<file path="config.mk">
export PLATFORM = sky130hd
export DESIGN_NAME = ud_button_stepper
export DESIGN_NICKNAME = d
export VERILOG_FILES = /design/src/rtl/ud_button_stepper.sv
export SDC_FILE = /design/constraint.sdc
export NUM_CORES = 1
export LEC_CHECK = 0
export CAP_MARGIN = 20
export CORE_MARGIN = 1
export CORE_UTILIZATION = 65
export CTS_BUF_LIST = sky130_fd_sc_hd__clkbuf_16
export CTS_CLUSTER_DIAMETER = 50
export CTS_CLUSTER_SIZE = 14
export DETAILED_ROUTE_END_ITERATION = 12
export GPL_ROUTABILITY_DRIVEN = 0
export HOLD_SLACK_MARGIN = 0.05
export PLACE_DENSITY = 0.92
export SETUP_SLACK_MARGIN = 0.15
export SYNTH_ARGS = -nofsm -noshare
export SYNTH_HDL_FRONTEND = slang
export SYNTH_SLANG_ARGS = --single-unit
</file>
<file path="constraint.sdc">
create_clock -name clk -period 4.8 [get_ports clk]
set_clock_uncertainty 0.05 [all_clocks]
set_input_delay 1.2 -clock clk [delete_from_list [all_inputs] [get_ports clk]]
set_output_delay 1.2 -clock clk [all_outputs]
set_load 0.02 [all_outputs]
</file>
<file path="src/rtl/ud_button_stepper.sv">
// ud_button_stepper: turns three raw push buttons (up, down, load) into
// one-cycle step/load pulses for an up/down counter SFR.
// Each button is synchronized and debounced.
// Holding up or down auto-repeats the step when the UD_AUTOREPEAT_EN macro is
// defined. Without the macro, every press gives exactly one step.
// Load always wins over a step in the same cycle. The step is dropped in that
// case, not delayed.
module ud_button_stepper #(
    parameter int DB_CYCLES    = 50000,
    parameter int REPEAT_DELAY = 25000000,
    parameter int REPEAT_RATE  = 5000000
) (
    input  logic clk,
    input  logic rst_n,
    input  logic btn_up,
    input  logic btn_dn,
    input  logic btn_ld,
    output logic incr,
    output logic decr,
    output logic ld
);

    localparam logic [19:0] DB_MAX = 20'(DB_CYCLES - 1);

`ifdef UD_AUTOREPEAT_EN
    localparam logic [27:0] RD_MAX  = 28'(REPEAT_DELAY - 1);
    localparam logic [27:0] RR_MAX  = 28'(REPEAT_RATE - 1);
    localparam logic [27:0] CNT_TOP = 28'hFFF_FFFF;
`else
    // Timing parameters have no effect in single-step builds.
    logic [27:0] unused_cfg_s;
    assign unused_cfg_s = 28'(REPEAT_DELAY) ^ 28'(REPEAT_RATE);
`endif

    typedef enum logic [2:0] {
        S_IDLE     = 3'd0,
        S_FIRST    = 3'd1,
        S_WAIT_REL = 3'd4
`ifdef UD_AUTOREPEAT_EN
        ,
        S_DELAY    = 3'd2,
        S_REPEAT   = 3'd3
`endif
    } state_t;

    // Bit 0 = up, bit 1 = down, bit 2 = load.
    logic [2:0]  sync1_q, sync2_q, clean_q, clean_d;
    logic [19:0] db_cnt_q [3];
    logic [19:0] db_cnt_d [3];
    logic        ld_dly_q, ld_edge_q, ld_edge_d;
    state_t      state_q, state_d;
    logic        dir_up_q, dir_up_d;
    logic        step_s;
    logic        incr_q, decr_q, ld_q;
    logic        incr_d, decr_d, ld_d;
`ifdef UD_AUTOREPEAT_EN
    logic [27:0] rpt_cnt_q, rpt_cnt_d;
    logic        active_s, other_s;
`endif

    // Debounce: the clean level flips after DB_CYCLES consecutive disagreeing samples.
    always_comb begin
        for (int i = 0; i < 3; i++) begin
            clean_d[i]  = clean_q[i];
            db_cnt_d[i] = 20'd0;
            if (sync2_q[i] != clean_q[i]) begin
                if (db_cnt_q[i] == DB_MAX) begin
                    clean_d[i]  = sync2_q[i];
                    db_cnt_d[i] = 20'd0;
                end else begin
                    db_cnt_d[i] = db_cnt_q[i] + 20'd1;
                end
            end else begin
                db_cnt_d[i] = 20'd0;
            end
        end
    end

    // Load edge detect: one pulse per clean rising edge of the load button.
    always_comb begin
        ld_edge_d = clean_q[2] & ~ld_dly_q;
    end

    // Step FSM: the first step, then the optional hold delay and repeat cadence.
    always_comb begin
        state_d  = state_q;
        dir_up_d = dir_up_q;
        step_s   = 1'b0;
`ifdef UD_AUTOREPEAT_EN
        rpt_cnt_d = rpt_cnt_q;
        active_s  = dir_up_q ? clean_q[0] : clean_q[1];
        other_s   = dir_up_q ? clean_q[1] : clean_q[0];
`endif
        case (state_q)
            S_IDLE: begin
                if (clean_q[0] && clean_q[1]) begin
                    state_d = S_WAIT_REL;
                end else if (clean_q[0]) begin
                    state_d  = S_FIRST;
                    dir_up_d = 1'b1;
                end else if (clean_q[1]) begin
                    state_d  = S_FIRST;
                    dir_up_d = 1'b0;
                end else begin
                    state_d = S_IDLE;
                end
            end
            S_FIRST: begin
                step_s = 1'b1;
`ifdef UD_AUTOREPEAT_EN
                state_d   = S_DELAY;
                rpt_cnt_d = 28'd0;
`else
                state_d = S_WAIT_REL;
`endif
            end
`ifdef UD_AUTOREPEAT_EN
            S_DELAY, S_REPEAT: begin
                if (other_s) begin
                    state_d   = S_WAIT_REL;
                    rpt_cnt_d = 28'd0;
                end else if (!active_s) begin
                    state_d   = S_IDLE;
                    rpt_cnt_d = 28'd0;
                end else if (rpt_cnt_q == ((state_q == S_DELAY) ? RD_MAX : RR_MAX)) begin
                    step_s    = 1'b1;
                    state_d   = S_REPEAT;
                    rpt_cnt_d = 28'd0;
                end else begin
                    rpt_cnt_d = (rpt_cnt_q != CNT_TOP) ? rpt_cnt_q + 28'd1 : rpt_cnt_q;
                end
            end
`endif
            S_WAIT_REL: begin
                if (!clean_q[0] && !clean_q[1]) begin
                    state_d = S_IDLE;
                end else begin
                    state_d = S_WAIT_REL;
                end
            end
            default: begin
                state_d = S_IDLE;
            end
        endcase
    end

    // Output pulses: load has priority and a colliding step is dropped.
    always_comb begin
        ld_d   = ld_edge_q;
        incr_d = step_s & dir_up_q & ~ld_d;
        decr_d = step_s & ~dir_up_q & ~ld_d;
    end

    // State registers: synchronizers, debouncers, FSM and registered outputs.
    always_ff @(posedge clk or negedge rst_n) begin
        if (!rst_n) begin
            sync1_q   <= 3'd0;
            sync2_q   <= 3'd0;
            clean_q   <= 3'd0;
            for (int i = 0; i < 3; i++) begin
                db_cnt_q[i] <= 20'd0;
            end
            ld_dly_q  <= 1'b0;
            ld_edge_q <= 1'b0;
            state_q   <= S_IDLE;
            dir_up_q  <= 1'b0;
            incr_q    <= 1'b0;
            decr_q    <= 1'b0;
            ld_q      <= 1'b0;
`ifdef UD_AUTOREPEAT_EN
            rpt_cnt_q <= 28'd0;
`endif
        end else begin
            sync1_q   <= {btn_ld, btn_dn, btn_up};
            sync2_q   <= sync1_q;
            clean_q   <= clean_d;
            for (int i = 0; i < 3; i++) begin
                db_cnt_q[i] <= db_cnt_d[i];
            end
            ld_dly_q  <= clean_q[2];
            ld_edge_q <= ld_edge_d;
            state_q   <= state_d;
            dir_up_q  <= dir_up_d;
            incr_q    <= incr_d;
            decr_q    <= decr_d;
            ld_q      <= ld_d;
`ifdef UD_AUTOREPEAT_EN
            rpt_cnt_q <= rpt_cnt_d;
`endif
        end
    end

    assign incr = incr_q;
    assign decr = decr_q;
    assign ld   = ld_q;

endmodule
</file>
Word level (Yosys, flattened, before mapping). Index checks and enable logic that the tools add are counted.

Bits in registers: 78. Output and inout bits: 3. Word-level logic and storage cells: 59.

$add $sub $neg: 3. Equality and inequality tests: 8. Mux-type cells: 14. Bitwise gates (word level): 9. Reductions and logical operators: 10.

Operators by type and width (number): $mux 20 (6); $add 20x1->20 const B (3); $eq 20x16->1 const B (3); $pmux 3 s3 (1); $mux 3 (2); $reduce_and 2->1 (3); $and 1x1->1 (5); $mux 1 (5); $not 1->1 (4); $eq 3x1->1 const B (1); $eq 3x3->1 const B (1); $logic_not 3->1 (1); $ne 1x1->1 (3); $reduce_and 3->1 (1); $logic_and 1x1->1 (2); $logic_not 1->1 (2); $reduce_bool 2->1 (1).

Logic depth before layout (Yosys ltp). Gate-level depths: netlist (run 1).

Depth after elaboration: 4. Depth in mapped cells: 6.

Worst setup path after synthesis (run 1). No wires, ideal clock.

Path kind: register -> register. Start: reg db_cnt_q[12] in the netlist's numbering. End: reg db_cnt_q[10] in the netlist's numbering. Arrival: 1.851 ns. Data required time: 4.631 ns. Setup slack: 2.780 ns. Cell stages (with the launch flop): 6. Buffers on the path: 1. Clock period less this slack: 2.020 ns. Cell sequence: dfrtp_1 or4b_1 or3_4 o31ai_4 buf_6 nor2_1.

RTL lines: start: declaration (line 48) `logic [19:0] db_cnt_q [3];`; start signal: indexed assignment (line 178) `db_cnt_q[i] <= db_cnt_d[i];`.

Worst setup path after layout (run 1).
Start: reg decr_q, in the netlist decr. End: out decr.

RTL lines: start: declaration (line 54) `logic incr_q, decr_q, ld_q;`; start signal: assignment (line 185) `decr_q <= decr_d;`; end: declaration (line 19) `output logic decr,`.

No word-level cell between the ends.

==> flow_metrics.tcl, run 1 <==
set metrics [dict create \
    placement_rows 26 \
    series_of_cell_instances_along_the_critical_path "clkdlybuf4s50_1" \
    maximum_clock_insertion_buffer_count 2 \
    final_net_count 377 \
    dominantRegCellSynth "sky130_fd_sc_hd__dfrtp_1" \
    worst_setup_hold_path_clk_slew_ns 0.06 \
    postSynth.asyncResetShare 1.00 \
    via_count 2727 \
    report.final.hold_viol_count 0 \
    timing.critical_path.slowest_stage_cell "sky130_fd_sc_hd__clkdlybuf4s50_1" \
    antenna_found_initial 0 \
    gr-total-overflow 0 \
    cts.hold.buffers_added 0 \
    cts_made_buffers 9 \
    worstPathRequired_ns 3.55 \
    cts_tree "yes" \
    grt_pass1_vias 2644 \
    grt_max_degree 78 \
    worstSetupPathType "flip-flop to output port" \
    maxCapViolations 0 \
    post_drt_via_cell_ratio 6.17 \
    synth.net_count 362 \
    layout_fillers 319 \
    grt_util_all_layers 0.266 \
    mean_cell_area_of_the_mapped_netlist_um2 10.3 \
    largest_delay_share_family_worst_path "buffers and inverters" \
    worstPathArrival_ns 1.26 \
    synth_cell_types 42 \
    worstPathMaxFanout 1 \
    power.clock.fraction 0.476 \
    synth.area.top_cells "sky130_fd_sc_hd__dfrtp_1 (53%), sky130_fd_sc_hd__xnor2_1 (8.2%), sky130_fd_sc_hd__nor2_1 (6.1%), sky130_fd_sc_hd__nand3_1 (2.9%), sky130_fd_sc_hd__nand4_1 (2.7%)" \
    layout_worst_path_cycle_share 0.523 \
    yosys_warnings 0 \
    hold_slack_ns 0.296 \
    synthToLayoutAreaGrowth_pct 11.5 \
    fin_util 0.776 \
    grt_pass1_wl_mm 12.2 \
    irDropWorstVdd_v 0.000256 \
    worstSetupEndpointType "output port" \
    netSwitchingFraction 0.208 \
    sequential_cell_area_um2 1930 \
    tns_ns 0 \
    comb_power_share 0.028 \
    synth_commonest_cells "sky130_fd_sc_hd__dfrtp_1 (77), sky130_fd_sc_hd__nor2_1 (59), sky130_fd_sc_hd__xnor2_1 (34)" \
    drt_pre_antenna_iters 4 \
    netlist_instances 352 \
    htree_levels 3 \
    tightest_slew_ns 0.924 \
    floorplan.initialDensity 0.695 \
    drt.antenna.violating_nets 0 \
    root_buffer "sky130_fd_sc_hd__clkbuf_16" \
    die_x_um 76.9 \
    drive_above_1_share 0.0726 \
    p_per_area_nw_per_um2 331 \
    ios 8 \
    fin_total_pwr_uw 1340 \
    yosysSeqAreaShare 0.529 \
    cts_resizes 0 \
    fin_crit_ns 2.51 \
    switching_power_uw 280 \
    setup_repair_after_global_routing_missed_its_margin "no" \
    detailed_place_hpwl_mm 4.64 \
    final-max-slew-violation-count 0 \
    worstSetupStartpointType "flip-flop" \
    clock_sinks 77 \
    drt_drc_violations_left 0 \
    drtIter0Drc 264 \
    cellLeakagePower_uw 0.00168 \
    fp.dieArea_um2 5910 \
    yosys.area.top_type "sky130_fd_sc_hd__dfrtp_1" \
    seqPwrFrac 0.496 \
    portBuffers 7 \
    crit_buf_inv 1 \
    synth_edf_count 0 \
    yosys.area.top_type_share 0.529 \
    route.final.wire_length_mm 7.16 \
    worst_slew_margin_rel 0.384 \
    drt-wirelength-per-cell_um 16.2 \
    postSynthRegisterBits 77 \
    fmaxAchievable_mhz 398 \
    diodes 0 \
    status "finished, final reports clean" \
    hp-class "flip-flop to flip-flop" \
    synth.most_common_cell "sky130_fd_sc_hd__dfrtp_1" \
    cellInternalPower_uw 1060 \
    core_area_um2 5240 \
    die_height_um 76.9 \
    post_cts.repair.setup_buffers 0 \
    clk-insertion-delay-late_ns 0.33 \
    synth_area_um2 3640 \
    final_setup_violation_count 0 \
    multi_input_comb_area_um2 1620 \
    slowest_delay_ns 0.61 \
]
-- per-layer routing --
| layer | track usage | routed length [µm] |
|---|---|---|
| met1 | 0.337 | 3030 |
| met2 | 0.422 | 3570 |
| met3 | 0.0488 | 342 |
| met4 | 0.169 | 223 |
| met5 | 0 | 0 |
-- placed cells by master, fill, tap and decap left out, types with 2 or more instances in the layout --
cell | Yosys | layout
sky130_fd_sc_hd__xnor2_1 | 34 | 34
sky130_fd_sc_hd__clkdlybuf4s50_1 | 0 | 6
sky130_fd_sc_hd__or3_1 | 6 | 6
sky130_fd_sc_hd__dfrtp_1 | 77 | 77
sky130_fd_sc_hd__nand2_1 | 14 | 14
sky130_fd_sc_hd__nor3_1 | 13 | 13
sky130_fd_sc_hd__and3_1 | 5 | 5
sky130_fd_sc_hd__nor4b_1 | 4 | 4
sky130_fd_sc_hd__a21o_1 | 3 | 3
sky130_fd_sc_hd__a21oi_1 | 8 | 8
sky130_fd_sc_hd__mux2_2 | 4 | 4
sky130_fd_sc_hd__and2_1 | 2 | 2
sky130_fd_sc_hd__or3_4 | 2 | 2
sky130_fd_sc_hd__ha_1 | 5 | 5
sky130_fd_sc_hd__nand3_1 | 21 | 21
sky130_fd_sc_hd__nor3b_1 | 2 | 2
sky130_fd_sc_hd__o31ai_4 | 2 | 2
sky130_fd_sc_hd__nand4_1 | 16 | 16
sky130_fd_sc_hd__clkbuf_16 | 0 | 9
sky130_fd_sc_hd__clkinv_2 | 0 | 2
sky130_fd_sc_hd__nor4_1 | 15 | 15
sky130_fd_sc_hd__mux2i_1 | 2 | 2
sky130_fd_sc_hd__inv_1 | 17 | 19
sky130_fd_sc_hd__xor2_1 | 11 | 11
sky130_fd_sc_hd__or4_1 | 3 | 3
sky130_fd_sc_hd__nor2_1 | 59 | 59
sky130_fd_sc_hd__and4_1 | 3 | 3
sky130_fd_sc_hd__o21ai_0 | 5 | 5
-- power groups by stage --
| stage | Combinational, µW | Sequential (µW) | Clock, µW |
|---|---|---|---|
| floorplan | 19.6 | 676 | 0 |
| global placement | 36.4 | 677 | 0 |
| detailed placement | 38.4 | 678 | 0 |
| CTS | 38.3 | 666 | 650 |
| global route | 44.0 | 667 | 677 |
| finish | 37.8 | 667 | 639 |
-- state kept, by name (all words and copies together), names as in the netlist --
name / count
decr: 1
state_q: 2
incr: 1
sync1_q: 3
ld: 1
dir_up_q: 1
clean_q: 3
sync2_q: 3
ld_d: 1
db_cnt_q: 60
ld_dly_q: 1
-- logic make-up (layout without fill, tap and decap cells) --
kind of cell    after synthesis  in the layout  share of synthesized area
fa+ha+maj                     5              5                     0.0172
compound gates               27             27                     0.0567
simple gates                171            171                      0.245
mux                           6              6                     0.0179
xor+xnor                     45             45                      0.108
buf+inv                      21             41                     0.0258
flops                        77             77                      0.529
-- worst paths after layout --
| check | slack, ns | from | cells after the start | to |
|---|---|---|---|---|
| max | 2.29 | decr | 1 | decr |
| min | 0.30 | sync1_q[0] | 0 | sync2_q[0] |
| max reg2reg | 2.45 | db_cnt_q[50] | 4 | db_cnt_q[47] |
| min reg2reg | 0.30 | sync1_q[0] | 0 | sync2_q[0] |
| max in group asynchronous | 3.14 | rst_n | 1 | sync2_q[2] |
| min in group asynchronous | 0.95 | rst_n | 1 | decr |
-- per-stage QoR --
stage                     instances  worst slack, ns  cell area (µm²)
after floorplan                 352             2.78             3640
after global placement          425             2.55             3770
after detailed placement        425             2.47             3770
after CTS                       441             2.27             4050
after global routing            442             2.27             4060
final                           442             2.29             4060
-- cell type report --
cell class	instances	area share
Tap cell	70	0.0216
Multi-Input combinational cell	254	0.399
Clock inverter	7	0.0145
Inverter	17	0.0157
Sequential cell	77	0.474
Clock buffer	9	0.0554
Timing Repair Buffer	8	0.0194
Power figures use the tool's default switching activity.
==> run 2, diff against run 1 <==
CORE_UTILIZATION = 61   (was 65)
PLACE_DENSITY = 0.87   (was 0.92)
clock period = 2.5 ns   (was 4.8 ns; I/O delays follow)
==> run 2 against run 1 <==
  * Non-clock buffer count grew 3
  * Setup slack worse by 1.9 ns
  * Global-route usage decreased by 0.83 points
  * Clock power grew 96%
  * Largest cell class unchanged
  * Largest power group unchanged
==> flow_metrics.tcl, run 2 (synthesis results as in run 1) <==
set metrics [dict create \
    cts.hold.buffers_added 0 \
    placement_rows 27 \
    series_of_cell_instances_along_the_critical_path "or4_1 > or3_4 > o31ai_4 > buf_12 > nor2_1" \
    grt_pass1_vias 2737 \
    worstSetupPathType "flip-flop to flip-flop" \
    cts_tree "yes" \
    fin_crit_ns 2.15 \
    report.final.hold_viol_count 0 \
    detailed_place_hpwl_mm 4.74 \
    maximum_clock_insertion_buffer_count 2 \
    final_net_count 380 \
    layout_fillers 357 \
    drive_above_1_share 0.0853 \
    fmaxAchievable_mhz 465 \
    tightest_slew_ns 0.714 \
    place_area_um2 3820 \
    cts_made_buffers 9 \
    via_count 2742 \
    ios 8 \
    core_area_um2 5640 \
    rr_worst_depth 5 \
    irDropWorstVdd_v 0.000461 \
    drt.antenna.violating_nets 0 \
    worstPathMaxFanout 13 \
    worstPathArrival_ns 2.31 \
    timing.reg2reg.setup_slack_ns 0.35 \
    grt_pass1_wl_mm 12.5 \
    largest_register_ffs 60 \
    timing.critical_path.from "db_cnt_q[50]" \
    cellLeakagePower_uw 0.00169 \
    layout_worst_path_cycle_share 0.860 \
    die_height_um 79.3 \
    floorplan.initialDensity 0.646 \
    final_setup_violation_count 0 \
    setup_repair_after_global_routing_missed_its_margin "no" \
    status "finished, final reports clean" \
    die_x_um 79.3 \
    max_flop_register "db_cnt_q" \
    critical_path.reg2reg.endpoint "db_cnt_q[51]" \
    p_per_area_nw_per_um2 635 \
    fin_util 0.730 \
    top_library_cells_by_usage_in_the_layout_fill_and_taps_aside "sky130_fd_sc_hd__dfrtp_1 (77), sky130_fd_sc_hd__nor2_1 (59), sky130_fd_sc_hd__xnor2_1 (34), sky130_fd_sc_hd__nand3_1 (21), sky130_fd_sc_hd__inv_1 (17)" \
    largest_delay_share_family_worst_path "simple AND/OR/NAND/NOR gates" \
    root_buffer "sky130_fd_sc_hd__clkbuf_16" \
    clk-insertion-delay-late_ns 0.33 \
    timing.critical_path.slowest_stage_cell "sky130_fd_sc_hd__or4_1" \
    path_depth 5 \
    gr-total-overflow 0 \
    grt_util_all_layers 0.258 \
    cts_resizes 0 \
    portBuffers 7 \
    layout.cell_area.non_filler_um2 4120 \
    timing.rr.start "db_cnt_q[50]" \
    slowest_delay_ns 0.54 \
    htree_levels 3 \
    final_common_cell "sky130_fd_sc_hd__dfrtp_1" \
    worst_slew_margin_rel 0.520 \
    crit_buf_inv 1 \
    multi_input_comb_area_um2 1620 \
    synthToLayoutAreaGrowth_pct 13.0 \
    clock_sinks 77 \
    maxCapViolations 0 \
    tns_ns 0 \
    post_cts.repair.setup_buffers 0 \
    worstSetupEndpoint "db_cnt_q[51]" \
    fp.dieArea_um2 6280 \
    worst_setup_hold_path_clk_slew_ns 0.06 \
    route.final.wire_length_mm 7.30 \
    antenna_found_initial 0 \
    grt_max_degree 48 \
    worstPathRequired_ns 2.66 \
    drtIter0Drc 294 \
    diodes 0 \
    hp-class "primary input to asynchronous set/reset pin" \
    sequential_cell_area_um2 1930 \
    final-max-slew-violation-count 0 \
    worstSetupStartpointType "flip-flop" \
    post_drt_via_cell_ratio 6.13 \
    drt-wirelength-per-cell_um 16.3 \
    drt_pre_antenna_iters 7 \
    worstSetupEndpointType "flip-flop" \
    drt_drc_violations_left 0 \
]
-- run 2: cell types whose count changed in the layout (fill, tap and decap cells not counted), sizes merged --
cell / delta
buf: +3
inv: -2
clkinvlp: +2
-- run 2: per-stage QoR --
| step | cells | worst slack [ns] | total power (µW) | hold WS (ns) |
|---|---|---|---|---|
| floorplan | 352 | 0.480 | 1340 | 0.279 |
| global placement | 431 | 0.449 | 1380 | 0.294 |
| detailed placement | 431 | 0.401 | 1380 | 0.293 |
| CTS | 447 | 0.364 | 2630 | 0.187 |
| global route | 447 | 0.286 | 2700 | 0.206 |
| finish | 447 | 0.350 | 2610 | 0.174 |
-- run 2: worst register-to-register path, stage by stage, from the launching register on --
cell	delay, ns
sky130_fd_sc_hd__dfrtp_1	0.44
sky130_fd_sc_hd__or4_1	0.54
sky130_fd_sc_hd__or3_4	0.37
sky130_fd_sc_hd__o31ai_4	0.40
sky130_fd_sc_hd__buf_12	0.19
sky130_fd_sc_hd__nor2_1	0.06
-- run 2: how the worst min path moves through the flow --
stage	end	slack, ns	cells past startpoint	startpoint
4_1_cts	db_cnt_q[53]	0.19	1	rst_n
6_report	db_cnt_q[55]	0.17	1	rst_n
3_3_place_gp	sync2_q[0]	0.29	0	sync1_q[0]
2_1_floorplan	clean_q[0]	0.28	0	rst_n
3_5_place_dp	sync2_q[1]	0.29	0	sync1_q[1]
5_1_grt	db_cnt_q[52]	0.21	1	rst_n
-- run 2: final cells by class --
cell class,instances,area share
multi-input combinational,254,0.394
inverter,17,0.0155
timing repair buffer,11,0.0298
clock buffer,9,0.0547
tap,72,0.0219
clock inverter,7,0.0161
sequential,77,0.468
-- run 2: per-layer routing --
| layer | part of all wire | global-route usage |
|---|---|---|
| met1 | 0.44 | 0.330 |
| met3 | 0.051 | 0.0701 |
| met2 | 0.49 | 0.428 |
| met5 | 0 | 0 |
| met4 | 0.020 | 0.0782 |
-- run 2: report_power, final --
group,switching [µW],internal [µW]
sequential,16.8,1260
combinational,53.0,27.9
clock,487,764
==> run 3, diff against run 2 <==
CORE_ASPECT_RATIO = 0.75   (was not set)
CTS_CLUSTER_DIAMETER = 60   (was 50)
==> run 3 against run 2 <==
  * Combinational power grew 4.4%
  * Register-to-register slack lost 0.05 ns
  * Cell count grew 0.67%
  * Sequential power is essentially flat
  * Sequential cell count is the same
  * Power shrank 0.14%
  * Largest cell class unchanged
==> flow_metrics.tcl, run 3 (synthesis results as in run 1) <==
set metrics [dict create \
    cts.hold.buffers_added 0 \
    layout_fillers 380 \
    die_height_um 68.9 \
    status "finished, final reports clean" \
    worstPathRequired_ns 2.66 \
    setup_repair_after_global_routing_missed_its_margin "no" \
    gr-total-overflow 0 \
    final-max-slew-violation-count 0 \
    final_common_cell "sky130_fd_sc_hd__dfrtp_1" \
    fin_util 0.741 \
    cts_tree "yes" \
    worstSetupEndpointType "flip-flop" \
    tightest_slew_ns 0.724 \
    irDropWorstVdd_v 0.000379 \
    root_buffer "sky130_fd_sc_hd__clkbuf_16" \
    grt_pass1_wl_mm 12.6 \
    detailed_place_hpwl_mm 4.78 \
    tns_ns 0 \
    drt_drc_violations_left 0 \
    p_per_area_nw_per_um2 634 \
    top_library_cells_by_usage_in_the_layout_fill_and_taps_aside "sky130_fd_sc_hd__dfrtp_1 (77), sky130_fd_sc_hd__nor2_1 (59), sky130_fd_sc_hd__xnor2_1 (34), sky130_fd_sc_hd__nand3_1 (21), sky130_fd_sc_hd__inv_1 (18)" \
    core_area_um2 5550 \
    post_cts.repair.setup_buffers 0 \
    met2_track_usage_gr 0.444 \
    cts_made_buffers 9 \
    ios 8 \
    grt_max_usage_layer "met2" \
    htree_levels 3 \
    portBuffers 7 \
    drt-wirelength-per-cell_um 16.3 \
    worst_setup_hold_path_clk_slew_ns 0.06 \
    synthToLayoutAreaGrowth_pct 13.1 \
    diodes 0 \
    grt_max_degree 42 \
    worstSetupPathType "flip-flop to flip-flop" \
    hp-class "primary input to asynchronous set/reset pin" \
    drtIter0Drc 179 \
    maxCapViolations 0 \
    worstSetupStartpointType "flip-flop" \
    route.final.wire_length_mm 7.35 \
    worst_slew_margin_rel 0.513 \
    fp.dieArea_um2 6290 \
    cts_resizes 0 \
    drt_pre_antenna_iters 5 \
    drt.antenna.violating_nets 0 \
    met3_usage 0.0844 \
    worstPathArrival_ns 2.36 \
    final.setup.worst_slack_ns 0.297 \
    placement_rows 23 \
    timing.critical_path.from "db_cnt_q[12]" \
    global_route_met1_utilization 0.330 \
    post_drt_via_cell_ratio 6.08 \
    layout_worst_path_cycle_share 0.881 \
    die_x_um 91.2 \
    final_setup_violation_count 0 \
    drive_above_1_share 0.0800 \
    maximum_clock_insertion_buffer_count 2 \
    pre_cts_ws_ns 0.331 \
    grt_util_all_layers 0.267 \
    timing.rr.start "db_cnt_q[12]" \
    multi_input_comb_area_um2 1620 \
    fin_crit_ns 2.20 \
    floorplan.initialDensity 0.656 \
    final_net_count 381 \
    clock_sinks 77 \
    clk-insertion-delay-late_ns 0.33 \
    largest_register_ffs 60 \
    fmaxAchievable_mhz 454 \
    cellLeakagePower_uw 0.00169 \
    sequential_cell_area_um2 1930 \
    via_count 2736 \
    grt_pass1_vias 2639 \
    antenna_found_initial 0 \
    report.final.hold_viol_count 0 \
    max_flop_register "db_cnt_q" \
    worstPathMaxFanout 14 \
]
[run 3: cell types whose count changed in the layout (fill, tap and decap cells not counted)]
| cell | before | now |
|---|---|---|
| sky130_fd_sc_hd__clkinv_1 | 1 | 2 |
| sky130_fd_sc_hd__inv_1 | 17 | 18 |
| sky130_fd_sc_hd__clkinv_2 | 2 | 0 |
| sky130_fd_sc_hd__clkinvlp_4 | 3 | 2 |
| sky130_fd_sc_hd__buf_4 | 3 | 4 |
[run 3: layout make-up]
| cell class | count | share of cell area |
|---|---|---|
| Inverter | 17 | 0.0155 |
| Multi-Input combinational cell | 254 | 0.394 |
| Tap cell | 75 | 0.0228 |
| Sequential cell | 77 | 0.468 |
| Timing Repair Buffer | 12 | 0.0316 |
| Clock inverter | 6 | 0.0137 |
| Clock buffer | 9 | 0.0547 |
[run 3: final timing paths]
check | endpoint | slack, ns | depth (start not counted)
min | state_q[2] | 0.20 | 1
min reg2reg | sync2_q[2] | 0.30 | 0
max in group asynchronous | db_cnt_q[6] | 1.61 | 2
max reg2reg | db_cnt_q[5] | 0.30 | 5
max | db_cnt_q[5] | 0.30 | 5
min in group clk | sync2_q[2] | 0.30 | 0
[run 3: stage by stage]
stage               hold WS (ns)  power (µW)  cells  instance area [µm²]
detailed placement         0.288        1390    435                 3840
global route               0.229        2690    450                 4120
floorplan                  0.279        1340    352                 3640
global placement           0.284        1380    435                 3840
CTS                        0.213        2630    450                 4120
finish                     0.199        2610    450                 4120
[run 3: critical path, cell delays in order (launching register included)]
cell and delay (ns):
sky130_fd_sc_hd__dfrtp_1 0.44, sky130_fd_sc_hd__or4b_1 0.55, sky130_fd_sc_hd__or3_4 0.36, sky130_fd_sc_hd__o31ai_4 0.42
sky130_fd_sc_hd__buf_12 0.20, sky130_fd_sc_hd__nor2_1 0.07
[run 3: metal layers]
layer / vias up / wire [µm]
met2: 89 / 3570
met5: - / 0
met3: 18 / 406
li1: 1277 / -
met4: 0 / 158
met1: 1352 / 3210
[run 3: power breakdown]
part	total, µW	switching [µW]	internal, µW
Clock	1240	488	756
Sequential	1280	16.6	1260
Combinational	84.5	55.2	29.3
Total	2610	560	2050
